[src/rtl/vga_sync_gen_if.sv]
// Renderer-facing and pin-facing signals of the VGA timing generator.
// master: the timing generator; slave: the renderer / pin consumer.
interface vga_sync_gen_if;
  logic [2:0] rgb_in;
  logic       p_tick;
  logic [9:0] pixel_x;
  logic [9:0] pixel_y;
  logic       video_on;
  logic       frame_start;
  logic       hsync;
  logic       vsync;
  logic [2:0] rgb_out;

  modport master (
    input  rgb_in,
    output p_tick, pixel_x, pixel_y, video_on, frame_start,
           hsync, vsync, rgb_out
  );

  modport slave (
    output rgb_in,
    input  p_tick, pixel_x, pixel_y, video_on, frame_start,
           hsync, vsync, rgb_out
  );
endinterface

[src/rtl/vga_sync_gen.sv]
// 640x480@60 VGA timing generator: pixel divider, h/v counters and a
// registered pin stage keeping colour and sync aligned one pixel behind.
module vga_sync_gen #(
  parameter int HD  = 640,
  parameter int HF  = 16,
  parameter int HB  = 48,
  parameter int HR  = 96,
  parameter int VD  = 480,
  parameter int VF  = 10,
  parameter int VB  = 33,
  parameter int VR  = 2,
  parameter int DIV = 4
) (
  input  logic           clk,
  input  logic           rst,
  vga_sync_gen_if.master vga
);

  localparam int HT = HD + HF + HB + HR;
  localparam int VT = VD + VF + VB + VR;
  localparam int DW = $clog2(DIV);

  localparam logic [DW-1:0] DIV_LAST = DW'(DIV - 1);
  localparam logic [9:0]    H_LAST   = 10'(HT - 1);
  localparam logic [9:0]    V_LAST   = 10'(VT - 1);
  localparam logic [9:0]    H_VIS    = 10'(HD);
  localparam logic [9:0]    V_VIS    = 10'(VD);
  localparam logic [9:0]    HS_BEG   = 10'(HD + HF);
  localparam logic [9:0]    HS_END   = 10'(HD + HF + HR - 1);
  localparam logic [9:0]    VS_BEG   = 10'(VD + VF);
  localparam logic [9:0]    VS_END   = 10'(VD + VF + VR - 1);

  logic [DW-1:0] div_cnt;
  logic [9:0]    h_cnt;
  logic [9:0]    v_cnt;
  logic          p_tick;
  logic          frame_start;
  logic          hsync;
  logic          vsync;
  logic [2:0]    rgb_out;
  logic          h_end;
  logic          v_end;
  logic          video_on;

  assign h_end    = (h_cnt == H_LAST);
  assign v_end    = (v_cnt == V_LAST);
  assign video_on = (h_cnt < H_VIS) && (v_cnt < V_VIS);

  always_ff @(posedge clk or negedge rst) begin
    if (!rst) begin
      div_cnt     <= '0;
      h_cnt       <= '0;
      v_cnt       <= '0;
      p_tick      <= 1'b0;
      frame_start <= 1'b0;
      hsync       <= 1'b1;
      vsync       <= 1'b1;
      rgb_out     <= '0;
    end else begin
      div_cnt     <= (div_cnt == DIV_LAST) ? '0 : div_cnt + DW'(1);
      p_tick      <= (div_cnt == DIV_LAST);
      frame_start <= p_tick && h_end && v_end;
      // Pin stage samples the same tick that advances the counters, so the
      // pins always describe the pixel whose coordinates were just left.
      if (p_tick) begin
        h_cnt <= h_end ? '0 : h_cnt + 10'd1;
        if (h_end) begin
          v_cnt <= v_end ? '0 : v_cnt + 10'd1;
        end
        hsync   <= ~((h_cnt >= HS_BEG) && (h_cnt <= HS_END));
        vsync   <= ~((v_cnt >= VS_BEG) && (v_cnt <= VS_END));
        rgb_out <= video_on ? vga.rgb_in : 3'b000;
      end
    end
  end

  assign vga.p_tick      = p_tick;
  assign vga.pixel_x     = h_cnt;
  assign vga.pixel_y     = v_cnt;
  assign vga.video_on    = video_on;
  assign vga.frame_start = frame_start;
  assign vga.hsync       = hsync;
  assign vga.vsync       = vsync;
  assign vga.rgb_out     = rgb_out;

endmodule

[src/flat_wrapper.sv]
// flat-port wrapper written by rule: the top's interface ports become plain ports
module vga_sync_gen_flat 
#(
  parameter int HD  = 640,
  parameter int HF  = 16,
  parameter int HB  = 48,
  parameter int HR  = 96,
  parameter int VD  = 480,
  parameter int VF  = 10,
  parameter int VB  = 33,
  parameter int VR  = 2,
  parameter int DIV = 4
)
  (clk, rst, vga_rgb_in, vga_p_tick, vga_pixel_x, vga_pixel_y, vga_video_on, vga_frame_start, vga_hsync, vga_vsync, vga_rgb_out);
  vga_sync_gen_if vga_i ();
  input  logic clk;
  input  logic rst;
  input wire logic [$bits(vga_i.rgb_in)-1:0] vga_rgb_in;
  output wire logic [$bits(vga_i.p_tick)-1:0] vga_p_tick;
  output wire logic [$bits(vga_i.pixel_x)-1:0] vga_pixel_x;
  output wire logic [$bits(vga_i.pixel_y)-1:0] vga_pixel_y;
  output wire logic [$bits(vga_i.video_on)-1:0] vga_video_on;
  output wire logic [$bits(vga_i.frame_start)-1:0] vga_frame_start;
  output wire logic [$bits(vga_i.hsync)-1:0] vga_hsync;
  output wire logic [$bits(vga_i.vsync)-1:0] vga_vsync;
  output wire logic [$bits(vga_i.rgb_out)-1:0] vga_rgb_out;
  assign vga_i.rgb_in = vga_rgb_in;
  assign vga_p_tick = vga_i.p_tick;
  assign vga_pixel_x = vga_i.pixel_x;
  assign vga_pixel_y = vga_i.pixel_y;
  assign vga_video_on = vga_i.video_on;
  assign vga_frame_start = vga_i.frame_start;
  assign vga_hsync = vga_i.hsync;
  assign vga_vsync = vga_i.vsync;
  assign vga_rgb_out = vga_i.rgb_out;
  vga_sync_gen #(.HD(HD), .HF(HF), .HB(HB), .HR(HR), .VD(VD), .VF(VF), .VB(VB), .VR(VR), .DIV(DIV)) u_core (.clk(clk), .rst(rst), .vga(vga_i));
endmodule
[config.mk]
export PLATFORM = sky130hd
export DESIGN_NAME = vga_sync_gen_flat
export DESIGN_NICKNAME = d
export VERILOG_FILES = /design/src/rtl/vga_sync_gen_if.sv /design/src/rtl/vga_sync_gen.sv /design/src/flat_wrapper.sv
export SDC_FILE = /design/constraint.sdc
export NUM_CORES = 1
export LEC_CHECK = 0
export CAP_MARGIN = 40
export CORE_MARGIN = 4
export CORE_UTILIZATION = 53
export CTS_CLUSTER_SIZE = 14
export DETAILED_ROUTE_END_ITERATION = 10
export PLACE_DENSITY = 0.82
export SYNTH_ARGS = -nofsm -noshare
export SYNTH_HDL_FRONTEND = slang
export SYNTH_SLANG_ARGS = --single-unit
export TNS_END_PERCENT = 10
[constraint.sdc]
create_clock -name clk -period 3.4 [get_ports clk]
set_clock_uncertainty 0.1 [all_clocks]
set_input_delay 0.68 -clock clk [delete_from_list [all_inputs] [get_ports clk]]
set_output_delay 0.68 -clock clk [all_outputs]
set_load 0.02 [all_outputs]
==> metrics.yaml <==
cts_max_path_buffers: 2
io_pins: 33
finalWeightedCongestion: 0.808
cp_slowest_stage_delay_ns: 0.60
holdBufCountCts: 0
fin_setup_tns_ns: 0
path_delay_family: "buffers and inverters"
grt_first_pass_wirelength_mm: 5.44
worst_pin_slew_ns: 0.362
cts_setup_buffers: 0
route.detailed.wl_per_inst_um: 16.0
irDropWorstVdd_uv: 289
antenna_found_initial: 0
cp-start-kind: "flop"
stdcell_count: 204
crit_type: "flop to primary output"
dieArea_sq_mm: 0.00358
critPathBufInv: 2
slew_headroom_pct: 75.9
cts_tree: "yes"
fin_nets: 183
status: "finished clean"
drt-pass1-iter-count: 4
finalPower_uw: 610
yosys.area.top_type_share_pct: 47.5
area_delta_synth_final_pct: 29.8
drc: 0
clk_latency_ns: 0.33
cts-root-buf: "clkbuf_4"
synthDistinctLibCells: 33
grt_pass1_vias: 1156
wl_mm: 3.26
avgSynthCellArea_sq_um: 10.5
grt_use_total_pct: 20.8
reg2reg_slack_ns: 1.49
cp_slowest_cell: "clkdlybuf4s50_1"
syn-num-nets: 145
p_leak_uw: 0.000783
syn_inst: 135
cts_inserted_buffers: 5
cts.clk_slew.worst_paths_ns: 0.09
dp_hpwl_mm: 2.34
die_h_um: 59.8
viasPerCell: 5.76
powerDensity_mw_per_mm2: 330
core_area_sq_mm: 0.00252
critPathArrivalTime_ns: 1.95
yosys_warnings: 0
drtIter0Drc: 67
cp.required_ns: 2.62
layout-drive-gt1-share_pct: 10.9
ys_ff_latch: 29
ctsResizeCount: 0
netlist_area_sq_mm: 0.00142
vias: 1175
ant_nets: 0
num_rows: 18
hold_path_class: "flop to flop"
insertedDiodeCount: 0
rsz0062_at_grt: "no"
slew_viol_final: 0
yosys.area.top_type: "dfrtp_1"
holdWs_ns: 0.327
finalHoldViolCount: 0
grt-ovfl-total: 0
io_buffers: 32
fill_cells: 188
die_w_um: 59.8
synth_area_leaders: "dfrtp_1, xnor2_1, ha_1"
setup_viol: 0
min_period_over_period_pct: 80.3
initial_utilization_pct: 56.4
clkSinkCount: 29
fmax_mhz: 366
utilization_pct: 73.2
cap_violations: 0
seq_area_frac_synth_pct: 51.2
fin_crit_ns: 2.73
worstPathCellList: "and3_1 -> nand2_1 -> nand3b_1 -> inv_1 -> clkdlybuf4s50_1"
worstPathMaxFanout: 6
placedCellCount: 196
crit_path_end_kind: "primary output"
grt_max_degree: 30
htreeDepth: 2
-- worst register-to-register path: stages (launching register included) --
cell,delay (ns)
dfrtp_1,0.41
ha_1,0.24
nand4_1,0.31
nor3_4,0.39
nand4_1,0.18
xnor2_1,0.16
-- stage by stage --
stage               cell area [sq um]  setup slack [ns]
finish                           1850             0.670
global route                     1850             0.539
CTS                              1850             0.664
detailed placement               1780              1.03
global placement                 1780              1.07
floorplan                        1420              1.52
-- final cells by class --
class	count	area, sq um	area share, %
clock buffer	7	65.1	3.52
clock inverter	1	5.00	0.271
inverter	8	30.0	1.63
multi-input combinational	95	646	35.0
sequential	29	728	39.4
tap	30	37.5	2.03
timing repair buffer	34	335	18.2
-- state kept, by name, indices dropped and copies added (netlist names) --
| signal | flops |
|---|---|
| u_core.vga.frame_start | 1 |
| u_core.vga.p_tick | 1 |
| u_core.vga.rgb_out | 3 |
| u_core.div_cnt | 2 |
| u_core.vga.pixel_y | 10 |
| u_core.vga.vsync | 1 |
| u_core.vga.hsync | 1 |
| u_core.vga.pixel_x | 10 |
-- worst paths after layout --
path / from / to / cells after the start
worst max-delay path: u_core.vga.pixel_y[5] / vga_video_on / 5
worst min-delay path: u_core.div_cnt[0] / u_core.div_cnt[0] / 1
worst max register to register: u_core.vga.pixel_x[0] / u_core.vga.pixel_y[6] / 5
worst min register to register: u_core.div_cnt[0] / u_core.div_cnt[0] / 1
max in group asynchronous: rst / u_core.vga.vsync / 2
min in group asynchronous: rst / u_core.vga.pixel_x[6] / 2
-- cells in the mapped netlist --
| library cell | count |
|---|---|
| and4b_4 | 1 |
| nand2_1 | 10 |
| and2_1 | 1 |
| and4_2 | 1 |
| nor2_8 | 1 |
| nor4_1 | 3 |
| nor2_1 | 11 |
| o22ai_1 | 3 |
| nor4bb_1 | 1 |
| o31ai_1 | 1 |
| nor3_4 | 1 |
| inv_1 | 8 |
| a21oi_1 | 3 |
| o21ai_0 | 7 |
| buf_4 | 2 |
| nand4b_1 | 1 |
| nand3b_1 | 2 |
| dfstp_2 | 2 |
| or2_2 | 1 |
| or4_1 | 1 |
| nand4_1 | 7 |
| and4_4 | 1 |
| ha_1 | 5 |
| a41oi_1 | 1 |
| nor3_1 | 3 |
| xnor2_1 | 8 |
| and3_1 | 4 |
| nand3_1 | 10 |
| clkbuf_1 | 1 |
| nand3_4 | 1 |
| dfrtp_1 | 27 |
| mux2i_1 | 1 |
| xor2_1 | 5 |
-- kinds of logic after synthesis --
family / Yosys count / synth area share, %
AO/OA/AOI/OAI: 15 / 5.98
XOR/XNOR: 13 / 8.00
adder cells (fa/ha/maj): 5 / 4.40
buffers and inverters: 11 / 3.43
flip-flops: 29 / 51.2
multiplexers: 1 / 0.704
AND/OR/NAND/NOR: 61 / 26.3
-- routing by layer --
metal / part of all wire, % / track usage (%)
met1: 42 / 25.7
met2: 49 / 32.7
met3: 7.5 / 7.34
met4: 1.7 / 9.18
met5: 0 / 0
-- cells in the final DEF (no fill, tap or decap), drive strengths merged, types with 4 or more instances in the layout --
cell | synthesis | routed
inv | 8 | 8
dfrtp | 27 | 27
nand2 | 10 | 10
ha | 5 | 5
nor2 | 12 | 12
nand4 | 7 | 7
clkbuf | 1 | 7
o21ai | 7 | 7
and3 | 4 | 4
nand3 | 11 | 11
xnor2 | 8 | 8
nor3 | 4 | 4
clkdlybuf4s50 | 0 | 32
xor2 | 5 | 5
-- where the power goes --
group	switching, uW	total, uW	internal (uW)
logic	11.0	19.8	8.77
registers	0.932	347	347
clock network	123	243	120
total	135	610	475
Power figures use the tool's default switching activity.
